$ cat config.mk
export PLATFORM = sky130hd
export DESIGN_NAME = ps2_tx
export DESIGN_NICKNAME = d
export VERILOG_FILES = /design/src/rtl/ps2_tx.sv
export SDC_FILE = /design/constraint.sdc
export NUM_CORES = 1
export LEC_CHECK = 0
export BUFFER_PORTS_ARGS = -buffer_cell sky130_fd_sc_hd__clkbuf_2
export CAP_MARGIN = 10
export CORE_MARGIN = 2
export CORE_UTILIZATION = 30
export DETAILED_ROUTE_END_ITERATION = 8
export SLEW_MARGIN = 20
export SYNTH_ARGS = -nofsm -noshare
export SYNTH_HDL_FRONTEND = slang
export SYNTH_SLANG_ARGS = --single-unit
$ cat constraint.sdc
create_clock -name clk -period 2.5 [get_ports clk]
set_clock_uncertainty 0.1 [all_clocks]
set_input_delay 0.125 -clock clk [delete_from_list [all_inputs] [get_ports clk]]
set_output_delay 0.125 -clock clk [all_outputs]
set_load 0.1 [all_outputs]
$ cat src/rtl/ps2_tx.sv
// ps2_tx - host-to-device PS/2 command transmitter.
//
// Sends one command byte to the keyboard over the shared open-drain PS/2
// clock/data pair. The pad drivers live outside this block; it only asserts
// active-high pull-low enables.
//
// Ports:
//   clk          system clock, rising edge
//   rst_n        asynchronous active-low reset
//   data[7:0]    command byte, captured when send is accepted
//   send         request strobe, accepted only while busy=0
//   busy         transfer in progress (through the done/error cycle)
//   done         one-cycle pulse, device acknowledged the byte
//   error        one-cycle pulse, NACK or timeout
//   ps2_clk_in   raw PS/2 clock line level (asynchronous)
//   ps2_data_in  raw PS/2 data line level (asynchronous)
//   ps2_clk_oe   1 pulls the PS/2 clock line low
//   ps2_data_oe  1 pulls the PS/2 data line low
module ps2_tx #(
   parameter int INHIBIT_CYCLES = 5000,
   parameter int TIMEOUT_CYCLES = 1_000_000
) (
   input  logic       clk,
   input  logic       rst_n,
   input  logic [7:0] data,
   input  logic       send,
   output logic       busy,
   output logic       done,
   output logic       error,
   input  logic       ps2_clk_in,
   input  logic       ps2_data_in,
   output logic       ps2_clk_oe,
   output logic       ps2_data_oe
);

   localparam int CNT_MAX = (TIMEOUT_CYCLES > INHIBIT_CYCLES) ? TIMEOUT_CYCLES : INHIBIT_CYCLES;
   localparam int CNT_W   = $clog2(CNT_MAX + 1);
   localparam logic [CNT_W-1:0] INH_LAST = CNT_W'(INHIBIT_CYCLES - 1);
   localparam logic [CNT_W-1:0] TMO_LIM  = CNT_W'(TIMEOUT_CYCLES);

   localparam logic [2:0] S_IDLE      = 3'd0;
   localparam logic [2:0] S_INHIBIT   = 3'd1;
   localparam logic [2:0] S_REQ       = 3'd2;
   localparam logic [2:0] S_SHIFT     = 3'd3;
   localparam logic [2:0] S_ACK       = 3'd4;
   localparam logic [2:0] S_WAIT_IDLE = 3'd5;

   logic [2:0]       state;
   logic [CNT_W-1:0] cnt;
   logic [3:0]       bitn;
   logic [8:0]       frame;        // {parity, d7..d0}

   logic clk_s_p0, clk_s_p1, clk_s_p2;
   logic dat_s_p0, dat_s_p1;
   logic fall;
   logic in_frame;
   logic tmo;

   // Stage p0/p1: two-flop synchronisers; p2: previous synced clock for edge detect.
   // Lines idle high, so the chain resets to 1 to avoid a false falling edge.
   always_ff @(posedge clk or negedge rst_n) begin
      if (!rst_n) begin
         clk_s_p0 <= 1'b1;
         clk_s_p1 <= 1'b1;
         clk_s_p2 <= 1'b1;
         dat_s_p0 <= 1'b1;
         dat_s_p1 <= 1'b1;
      end else begin
         clk_s_p0 <= ps2_clk_in;
         clk_s_p1 <= clk_s_p0;
         clk_s_p2 <= clk_s_p1;
         dat_s_p0 <= ps2_data_in;
         dat_s_p1 <= dat_s_p0;
      end
   end

   assign fall     = clk_s_p2 & ~clk_s_p1;
   assign in_frame = (state == S_REQ) || (state == S_SHIFT) ||
                     (state == S_ACK) || (state == S_WAIT_IDLE);
   assign tmo      = (cnt == TMO_LIM);

   always_ff @(posedge clk or negedge rst_n) begin
      if (!rst_n) begin
         state       <= S_IDLE;
         cnt         <= '0;
         bitn        <= '0;
         frame       <= '0;
         busy        <= 1'b0;
         done        <= 1'b0;
         error       <= 1'b0;
         ps2_clk_oe  <= 1'b0;
         ps2_data_oe <= 1'b0;
      end else begin
         done  <= 1'b0;
         error <= 1'b0;
         case (state)
            S_IDLE: begin
               ps2_clk_oe  <= 1'b0;
               ps2_data_oe <= 1'b0;
               busy        <= 1'b0;
               // busy is still high in the done/error cycle, so a send there is dropped
               if (send && !busy) begin
                  frame      <= {~^data, data};
                  busy       <= 1'b1;
                  ps2_clk_oe <= 1'b1;
                  cnt        <= '0;
                  state      <= S_INHIBIT;
               end
            end
            S_INHIBIT: begin
               if (cnt == INH_LAST) begin
                  ps2_clk_oe  <= 1'b0;
                  ps2_data_oe <= 1'b1;   // start bit
                  cnt         <= '0;
                  state       <= S_REQ;
               end else begin
                  cnt <= cnt + CNT_W'(1);
               end
            end
            S_REQ: begin
               cnt <= cnt + CNT_W'(1);
               if (fall) begin
                  ps2_data_oe <= ~frame[0];
                  bitn        <= 4'd1;
                  state       <= S_SHIFT;
               end
            end
            S_SHIFT: begin
               cnt <= cnt + CNT_W'(1);
               if (fall) begin
                  if (bitn == 4'd10) begin
                     state <= S_ACK;
                  end else begin
                     bitn <= bitn + 4'd1;
                     // bitn here is the index of the next bit: d1..d7, then parity
                     if (bitn <= 4'd8) ps2_data_oe <= ~frame[bitn];
                     else              ps2_data_oe <= 1'b0;   // stop bit
                  end
               end
            end
            S_ACK: begin
               cnt <= cnt + CNT_W'(1);
               if (!dat_s_p1) begin
                  state <= S_WAIT_IDLE;
               end else begin
                  error <= 1'b1;
                  state <= S_IDLE;
               end
            end
            S_WAIT_IDLE: begin
               cnt <= cnt + CNT_W'(1);
               if (clk_s_p1 && dat_s_p1) begin
                  done  <= 1'b1;
                  state <= S_IDLE;
               end
            end
            default: state <= S_IDLE;
         endcase

         // Timeout overrides whatever the frame states decided this cycle.
         if (in_frame && tmo) begin
            ps2_clk_oe  <= 1'b0;
            ps2_data_oe <= 1'b0;
            done        <= 1'b0;
            error       <= 1'b1;
            state       <= S_IDLE;
         end
      end
   end

endmodule

* Word level (Yosys, flattened, before mapping)
Index checks and enable logic that the tools add are counted.
Word-level totals: bits in registers 46, bits of input ports 13, output and inout port bits 5, logic and storage cells 96
Operators by class: add/sub/neg operators 2, $lt $le $gt $ge 2, equality and inequality tests 19, muxes and demuxes 35, bitwise operators 4, reduce and logical (&&, ||, !) cells 20
Operator list (number):
- case mux 20 bit (3 select lines) | 1
- two-way mux 20 bit | 2
- two-way mux 3 bit | 8
- adder 20 x 1 -> 20 bit, second input constant | 1
- equality test 20 x 13 -> 1 bit, second input constant | 1
- equality test 20 bit, second input constant | 1
- case mux 3 bit (6 select lines) | 1
- two-way mux 1 bit | 16
- two-way mux 4 bit | 3
- != test 3 x 2 -> 1 bit, second input constant | 3
- != test 2 bit, second input constant | 4
- case mux 4 bit (2 select lines) | 1
- XNOR reduction 8 bit | 1
- equality test 3 x 2 -> 1 bit, second input constant | 2
- equality test 3 bit, second input constant | 2
- != test 3 x 1 -> 1 bit, second input constant | 2
- != test 3 bit, second input constant | 2
- AND reduction 2 bit | 3
- AND reduction 6 bit | 1
- nonzero test 3 bit | 2
- < comparator 4 x 5 -> 1 bit, second input constant | 1
- AND reduction 5 bit | 1
- nonzero test 5 bit | 1
- adder 4 x 1 -> 4 bit, second input constant | 1
- 15 further kinds | 21

* Depth between registers and ports, before layout
Gate-level depths: netlist of run 1.
depth after elaboration 8, gate-level depth with buffers 7, depth with buffers taken out 7

* Least setup slack after synthesis of run 1
OpenSTA, ideal clock, no wires.
path kind reg2reg, start point register busy, end point register frame[2], setup time 0.125 ns, data arrival time 1.913 ns, data required time 2.275 ns, path slack 0.363 ns, cell stages (with the launch flop) 5, path buffers 1, period minus slack after synthesis 2.137 ns, cells stage by stage dfrtp_1 nor2b_1 nand2_1 clkbuf_1 mux2_2
On the way: word-level cells in the longest chain between the ends 3
RTL lines:
- start: declaration | RTL line 27 | output logic busy,
- start signal: assignment | RTL line 88 | busy <= 1'b0;
- start signal: assignment | RTL line 100 | busy <= 1'b0;
- start signal: assignment | RTL line 104 | busy <= 1'b1;
- zero test 1 bit | RTL line 102 | if (send && !busy) begin
- logical AND 1 bit | RTL line 102
- AND reduction 2 bit (no line)
- end signal: assignment | RTL line 103 | frame <= {~^data, data};
- end: declaration | RTL line 51 | logic [8:0] frame;
No other way between the ends. A chain may end at the register's enable or synchronous reset.

* Worst setup path in the final report of run 1
start point register cnt[0], end point register ps2_clk_oe
On the way: word-level cells in the longest chain between the ends 4, elaborated cells on any way between the ends 7, classes of those cells 3 x eq/ne; 1 x mux; 3 x reduce/logical
RTL lines:
- start: declaration | RTL line 49 | logic [CNT_W-1:0] cnt;
- start signal: assignment | RTL line 117 | cnt <= cnt + CNT_W'(1);
- start signal: assignment | RTL line 121 | cnt <= cnt + CNT_W'(1);
- start signal: assignment | RTL line 129 | cnt <= cnt + CNT_W'(1);
- equality test 20 bit | RTL line 80 | assign tmo = (cnt == TMO_LIM);
- logical AND 1 bit | RTL line 161 | if (in_frame && tmo) begin
- != test 3 bit (no line) / nonzero test 3 bit (equally long branches)
- AND reduction 2 bit (no line)
- end signal: assignment | RTL line 91 | ps2_clk_oe <= 1'b0;
- end signal: assignment | RTL line 98 | ps2_clk_oe <= 1'b0;
- end signal: assignment | RTL line 162 | ps2_clk_oe <= 1'b0;
- end: declaration | RTL line 32 | output logic ps2_clk_oe,
Parallel ways exist; a longest one is shown, timed or not.

==> flow_summary.yaml, run 1 <==
run_status:
  status: "complete, no violations"
worst_setup_path:
  cp-end-kind: "register"
  startpoint_type: "register"
  cp.arrival_ns: 2.33
  crit_path_max_fanout: 6
  critPathKind: "reg -> reg"
  r2r_end: "ps2_clk_oe$_DFFE_PN0P_"
  rrSetupSlack_ns: 0.27
  required_ns: 2.61
  r2r-start: "cnt[0]$_DFFE_PN0P_"
  worst-r2r-cell-count: 7
logic_synthesis:
  synth_warnings: 0
  synth_fp_nets: 285
  synth.area.top_cells: "dfrtp_1 (40%), xnor2_1 (7.2%), dfstp_2 (5.1%)"
  yosysSeqAreaShare: 0.4514
  yosys.area_share.xor_xnor: 0.08541
  synth_area_leader_cell: "dfrtp_1"
  synth_cells: 267
  avgSynthCellArea_um2: 9.602
  synth-compound-area-share: 0.1010
  synth_adder_area_share: 0.02440
  async_flop_share: 1.000
  synthTopCellsByCount: "dfrtp_1 (41), nor2_1 (35), xnor2_1 (21)"
  synthFlopType: "dfrtp_1"
  yosysMostFrequentCell: "dfrtp_1"
  yosys.area_share.simple: 0.2528
  synth_cell_types: 51
  synthMuxAreaShare: 0.04832
  yosysTopAreaCellShare: 0.4002
  ys_ff_latch: 46
  synth_edf_count: 0
  synth_top_family_by_area: "simple AND/OR/NAND/NOR gates"
  synthesis.area_mm2: 0.002564
timing:
  timing.slew.headroom: 0.6116
  worstMarginPinSlew_ns: 0.5801
  holdWs_ns: 0.2612
  fin_setup_tns_ns: 0
  hold_violations: 0
  setup_violations: 0
  rsz0062_at_grt: "no"
  drv_slew: 0
  period_minus_slack_ns: 2.226
  fmax_ghz: 0.4492
  final.period_utilization: 0.8905
floorplan:
  core-area_mm2: 0.008258
  fp.dieW_um: 96.44
  ioPinCount: 18
  placementRows: 33
  die_y_um: 96.44
  die_area_mm2: 0.009301
  initial_core_util: 0.3105
detailed_routing:
  wl_per_cell_um: 13.53
  routed_wl_um: 5492
  vias_per_cell: 4.983
  vias: 2023
  drc: 0
  drt-pass1-iter-count: 4
  ant_nets: 0
  drt-initial-drc-count: 186
clock_tree:
  cts_tree: "built"
  cts.repair.resized: 0
  path_clk_slew_ns: 0.09
  clock_sinks: 46
  post_cts_buffers: 0
  clk-insertion-delay-late_ns: 0.31
  htreeDepth: 2
  numCtsBuffers: 5
  clockBufferDepth: 2
  cts_root_buf: "clkbuf_8"
finish:
  multiInputGateArea_mm2: 0.001313
  regArea_mm2: 0.001157
  syn_to_final_growth_pct: 16.89
  final_cells: 406
  finalNetCount: 318
  drive_gt1_frac: 0.1694
  num_antenna_cells: 0
  nFillCells: 827
global_route:
  grt_use_met3: 0.01939
  use_met1: 0.1820
  grt_util_all_layers: 0.1305
  grt_use_met2: 0.2049
  busiest_layer: "met2"
  grt_pass1_vias: 1935
  grt-ovfl-total: 0
  grt_pass1_wl_um: 9459
  grt_max_degree: 47
  antenna_found_initial: 0
hold_path:
  hold_path_end: "clk_s_p1$_DFF_PN1_"
  hp-start: "clk_s_p0$_DFF_PN1_"
  hp-class: "reg -> reg"
  whs_path_depth: 0
placement:
  portBuffers: 17
  dp.cells: 387
  dp_hpwl_um: 3908
  gp_congestion: 0.8648
power_and_ir_drop:
  ir_worst_vdd_v: 0.0005120
  pwr_density_cell_mw_per_mm2: 824.7
  cellLeakagePower_nw: 1.254
job:
  cap_violations: 0
==> layout by cell type, fill, tap and decap left out, drive strengths merged, types with 2 or more instances in the layout <==
cell and count:
xnor2 21, o22ai 2, xor2 4, dlygate4sd3 11
and2 3, o211ai 2, nand3 8, a31oi 2
dfrtp 41, nor4b 2, mux4 2, inv 17
nand2 20, nand4b 2, o21ai 11, nand2b 5
nor4 11, a211o 2, mux2 7, ha 5
dfstp 5, or3 3, and4 2, nor2 35
buf 7, nand3b 2, clkbuf 22, a21oi 8
nor2b 5, nor3 12, nand4 5
==> critical path, stage by stage, from the launching register on <==
cell and delay, ns:
dfrtp_1 0.44, inv_1 0.08, ha_1 0.15, nand4b_1 0.09, or4_1 0.44, or3_1 0.41
o21bai_1 0.19, a31o_2 0.22
==> final cells by class <==
cell class                      count  share of cell area
Timing Repair Buffer               35             0.08267
Clock buffer                        5             0.02296
Sequential cell                    46              0.3862
Clock inverter                      3            0.008768
Multi-Input combinational cell    198              0.4380
Tap cell                          105             0.04384
Inverter                           14             0.01754
==> cells by family after synthesis <==
kind of cell               Yosys count
AOI/OAI and AO/OA                   39
xor gates and xnor gates            25
adders and majority gates            5
buffers and inverters               23
DFF                                 46
muxes                                9
and+or+nand+nor                    120
==> report_power, final <==
part	internal [mW]	leakage, nW	switching [mW]	total (mW)
clock network	0.208	0.0495	0.285	0.493
registers	0.933	0.582	0.200	1.13
logic	0.345	0.622	0.500	0.846
total	1.49	1.25	0.986	2.47
==> stage by stage <==
step | util | instance area, µm² | setup slack (ns) | power (mW)
6_report | 0.3629 | 2997 | 0.2738 | 2.471
5_1_grt | 0.3629 | 2997 | 0.1653 | 2.633
4_1_cts | 0.3629 | 2997 | 0.2723 | 2.494
3_5_place_dp | 0.3380 | 2791 | 0.3040 | 1.979
3_3_place_gp | 0.3380 | 2791 | 0.3406 | 1.960
2_1_floorplan | - | 2564 | 0.3625 | 1.759
==> timing repair <==
action	4_1_cts	5_1_grt
endpoints found under the hold margin	51	0
setup endpoints to repair	0	0
hold buffers	11	0
==> worst max-delay path by stage <==
stage / slack (ns) / cells past startpoint / endpoint / start
6_report: 0.27 / 7 / ps2_clk_oe$_DFFE_PN0P_ / cnt[0]$_DFFE_PN0P_
5_1_grt: 0.17 / 7 / ps2_clk_oe$_DFFE_PN0P_ / cnt[0]$_DFFE_PN0P_
4_1_cts: 0.27 / 7 / ps2_clk_oe$_DFFE_PN0P_ / cnt[0]$_DFFE_PN0P_
3_5_place_dp: 0.30 / 7 / ps2_clk_oe$_DFFE_PN0P_ / cnt[0]$_DFFE_PN0P_
3_3_place_gp: 0.34 / 7 / ps2_clk_oe$_DFFE_PN0P_ / cnt[0]$_DFFE_PN0P_
2_1_floorplan: 0.36 / 4 / frame[2]$_DFFE_PN0P_ / busy$_DFFE_PN0P_
==> state kept, by name (all words and copies together) (netlist names) <==
| name | flops |
|---|---|
| clk_s_p1 | 1 |
| clk_s_p2 | 1 |
| clk_s_p0 | 1 |
| state | 3 |
| bitn | 4 |
| error | 1 |
| ps2_data_oe | 1 |
| busy | 1 |
| ps2_clk_oe | 1 |
| dat_s_p0 | 1 |
| done | 1 |
| cnt | 20 |
| frame | 9 |
| dat_s_p1 | 1 |
==> layer usage <==
metal	vias to the layer above	wire (µm)
met2	40	2601
met3	6	185
met4	0	88
met5	-	0
li1	1012	-
met1	965	2616
Power figures use the tool's default switching activity.
==> run 2, diff against run 1 <==
--- a/config.mk
+++ b/config.mk
@@ -5,11 +5,15 @@
 export SDC_FILE = /design/constraint.sdc
 export NUM_CORES = 1
 export LEC_CHECK = 0
+export ABC_AREA = 1
 export BUFFER_PORTS_ARGS = -buffer_cell sky130_fd_sc_hd__clkbuf_2
 export CAP_MARGIN = 10
+export CELL_PAD_IN_SITES_DETAIL_PLACEMENT = 1
+export CELL_PAD_IN_SITES_GLOBAL_PLACEMENT = 2
 export CORE_MARGIN = 2
 export CORE_UTILIZATION = 30
 export DETAILED_ROUTE_END_ITERATION = 8
+export PLACE_DENSITY_LB_ADDON = 0.1
 export SLEW_MARGIN = 20
 export SYNTH_ARGS = -nofsm -noshare
 export SYNTH_HDL_FRONTEND = slang
==> run 2 against run 1 <==
Against the previous run: count of clock-buffer cells in the layout rose by 1; combinational power rose by 82%; first-iteration DRC count shrank 70%; sequential share of layout area shrank 4.3 points; total power is 30% higher; final cell count increased by 41%; critical path type unchanged; critical endpoint is now cnt[2]$_DFFE_PN0P_; largest cell class unchanged.
==> flow_summary.yaml, run 2 <==
finish:
  finalNetCount: 456
  mostFrequentLayoutCells: "nand2_1 (121), nor2_1 (43), dfrtp_1 (41)"
  final_common_cell: "nand2_1"
  num_antenna_cells: 0
  largest_reg_flops: 20
  syn_to_final_growth_pct: 15.43
  drive_gt1_frac: 0.1412
  top_regs: "cnt: 20 flops, frame: 9 flops, bitn: 4 flops"
  largest_register: "cnt"
  final_cells: 572
logic_synthesis:
  synth-compound-area-share: 0.09216
  yosysTopAreaCellShare: 0.3515
  synth_cells: 405
  synth_top_family_by_area: "simple AND/OR/NAND/NOR gates"
  yosysMostFrequentCell: "nand2_1"
  avgSynthCellArea_um2: 7.208
  synth_cell_types: 33
  synthMuxAreaShare: 0
  synth.area.top_cells: "dfrtp_1 (35%), nand2_1 (16%), nand3_1 (6.3%)"
  async_flop_share: 1.000
  synth_edf_count: 0
  synth_adder_area_share: 0.02143
  yosys.area_share.simple: 0.3742
  yosysSeqAreaShare: 0.3965
  yosys.area_share.xor_xnor: 0.03901
  synth_fp_nets: 423
  synthTopCellsByCount: "nand2_1 (121), nor2_1 (43), dfrtp_1 (41)"
  synthFlopType: "dfrtp_1"
  ys_ff_latch: 46
  synth_area_leader_cell: "dfrtp_1"
  synthesis.area_mm2: 0.002919
  synth_warnings: 0
detailed_routing:
  drt-initial-drc-count: 55
  ant_nets: 0
  routed_wl_um: 8884
  drc: 0
  wl_per_cell_um: 15.53
  vias_per_cell: 4.811
  vias: 2752
  route.met3.wl_um: 129
  drt-pass1-iter-count: 4
  m1WireLength_um: 4018
  routed.top_layer: "met4"
  wl_met2_um: 4523
timing:
  final.period_utilization: 0.8044
  hold_violations: 0
  period_minus_slack_ns: 2.011
  rsz0062_at_grt: "no"
  timing.slew.headroom: 0.6399
  fmax_ghz: 0.4973
  setup_violations: 0
  worstMarginPinSlew_ns: 0.5424
  drv_slew: 0
  fin_setup_tns_ns: 0
power_and_ir_drop:
  cellLeakagePower_nw: 1.593
  ir_worst_vdd_v: 0.0005705
  pwr_density_cell_mw_per_mm2: 950.1
global_route:
  antenna_found_initial: 0
  grt_max_degree: 30
  grt-ovfl-total: 0
  grt_pass1_vias: 2912
  grt_pass1_wl_um: 14710
  grt_util_all_layers: 0.1830
placement:
  gp_congestion: 0.8545
  portBuffers: 17
  dp_hpwl_um: 6721
  dp.cells: 553
worst_setup_path:
  max_stage_delay_ns: 0.48
  worst-r2r-cell-count: 12
  cp.arrival_ns: 2.12
  crit_path_max_fanout: 8
  critical_path.top_delay_family: "simple AND/OR/NAND/NOR gates"
  required_ns: 2.61
  r2r-start: "cnt[0]$_DFFE_PN0P_"
  crit_slowest_cell: "dfrtp_1"
  path_cells: "ha_1, nand2_1, inv_1, nand2_1, nor2_1, nand3_1, nand2_2, inv_1, nor2_1, nand2_1, nand2_1, nor2_1"
  crit_top_cell: "nand2_1"
  path_buf_inv: 2
  cp-end-kind: "register"
  rrSetupSlack_ns: 0.49
  r2r_end: "cnt[2]$_DFFE_PN0P_"
  startpoint_type: "register"
  critPathKind: "reg -> reg"
clock_tree:
  clk-insertion-delay-late_ns: 0.31
  clock_sinks: 46
  cts.repair.resized: 0
  path_clk_slew_ns: 0.10
  cts_tree: "built"
  htreeDepth: 2
  cts_root_buf: "clkbuf_8"
  clockBufferDepth: 2
  numCtsBuffers: 5
floorplan:
  die_area_mm2: 0.01054
  placementRows: 36
  initial_core_util: 0.3043
  core-area_mm2: 0.009594
  die_y_um: 102.6
  ioPinCount: 18
  fp.dieW_um: 102.6
hold_path:
  hp-class: "in -> reg"
  hold_path_end: "busy$_DFFE_PN0P_"
  whs_path_depth: 5
  hp-start: "send"
job:
  cap_violations: 0
run_status:
  status: "complete, no violations"
==> run 2: worst max-delay path by stage <==
| stage | startpoint | to | slack (ns) | depth (start not counted) |
|---|---|---|---|---|
| floorplan | busy$_DFFE_PN0P_ | cnt[7]$_DFFE_PN0P_ | 0.52 | 8 |
| global placement | state[2]$_DFFE_PN0P_ | ps2_clk_oe$_DFFE_PN0P_ | 0.48 | 8 |
| detailed placement | state[2]$_DFFE_PN0P_ | ps2_clk_oe$_DFFE_PN0P_ | 0.47 | 8 |
| CTS | state[2]$_DFFE_PN0P_ | ps2_clk_oe$_DFFE_PN0P_ | 0.46 | 8 |
| global route | cnt[0]$_DFFE_PN0P_ | cnt[3]$_DFFE_PN0P_ | 0.26 | 12 |
| finish | cnt[0]$_DFFE_PN0P_ | cnt[2]$_DFFE_PN0P_ | 0.49 | 12 |
==> run 2: cell type report <==
cell class                 count  area, µm²
tap                          133      166.4
fill                        1226       6225
clock inverter                 2      12.51
multi-input combinational    304       1538
clock buffer                   6      82.58
sequential                    46       1157
timing repair buffer          33      232.7
inverter                      48      180.2
==> run 2: cells by family (layout without fill, tap and decap cells) <==
family,count (synthesis),after routing
AO/OA/AOI/OAI,41,41
XOR/XNOR,13,13
adder cells (fa/ha/maj),5,5
buffers and inverters,55,89
flip-flops,46,46
AND/OR/NAND/NOR,245,245
==> run 2: worst reg2reg max path: stages (launching register included) <==
cell	delay, ns
dfrtp_1	0.48
ha_1	0.34
nand2_1	0.09
inv_1	0.06
nand2_1	0.04
nor2_1	0.08
nand3_1	0.10
nand2_2	0.15
inv_1	0.10
nor2_1	0.14
nand2_1	0.12
nand2_1	0.08
nor2_1	0.04
==> run 2: power by group <==
part / total, mW / switching (mW) / internal (mW)
clock: 0.507 / 0.284 / 0.223
combinational: 1.54 / 1.11 / 0.432
sequential: 1.16 / 0.223 / 0.934
total: 3.20 / 1.61 / 1.59
==> run 2: through the flow <==
stage / hold WS (ns) / utilization / total power, mW / worst slack, ns / instance area (µm²)
final: 0.1601 / 0.3512 / 3.201 / 0.4891 / 3369
after CTS: 0.1671 / 0.3512 / 3.278 / 0.4583 / 3369
after global placement: 0.01264 / 0.3298 / 2.727 / 0.4788 / 3164
after global routing: 0.2144 / 0.3512 / 3.488 / 0.2558 / 3369
after floorplan: -0.2706 / - / 2.297 / 0.5180 / 2919
after detailed placement: 0.02628 / 0.3298 / 2.737 / 0.4743 / 3164
==> run 2: what timing repair did <==
item / 4_1_cts / 5_1_grt
buffers inserted: 0 / 0
hold buffers: 11 / 0
endpoints found under the hold margin: 25 / 0
==> run 2: layer usage <==
layer,track usage,vias to the layer above
met5,0,-
li1,-,1381
met2,0.3353,31
met4,0.06154,0
met3,0.02102,15
met1,0.2219,1325
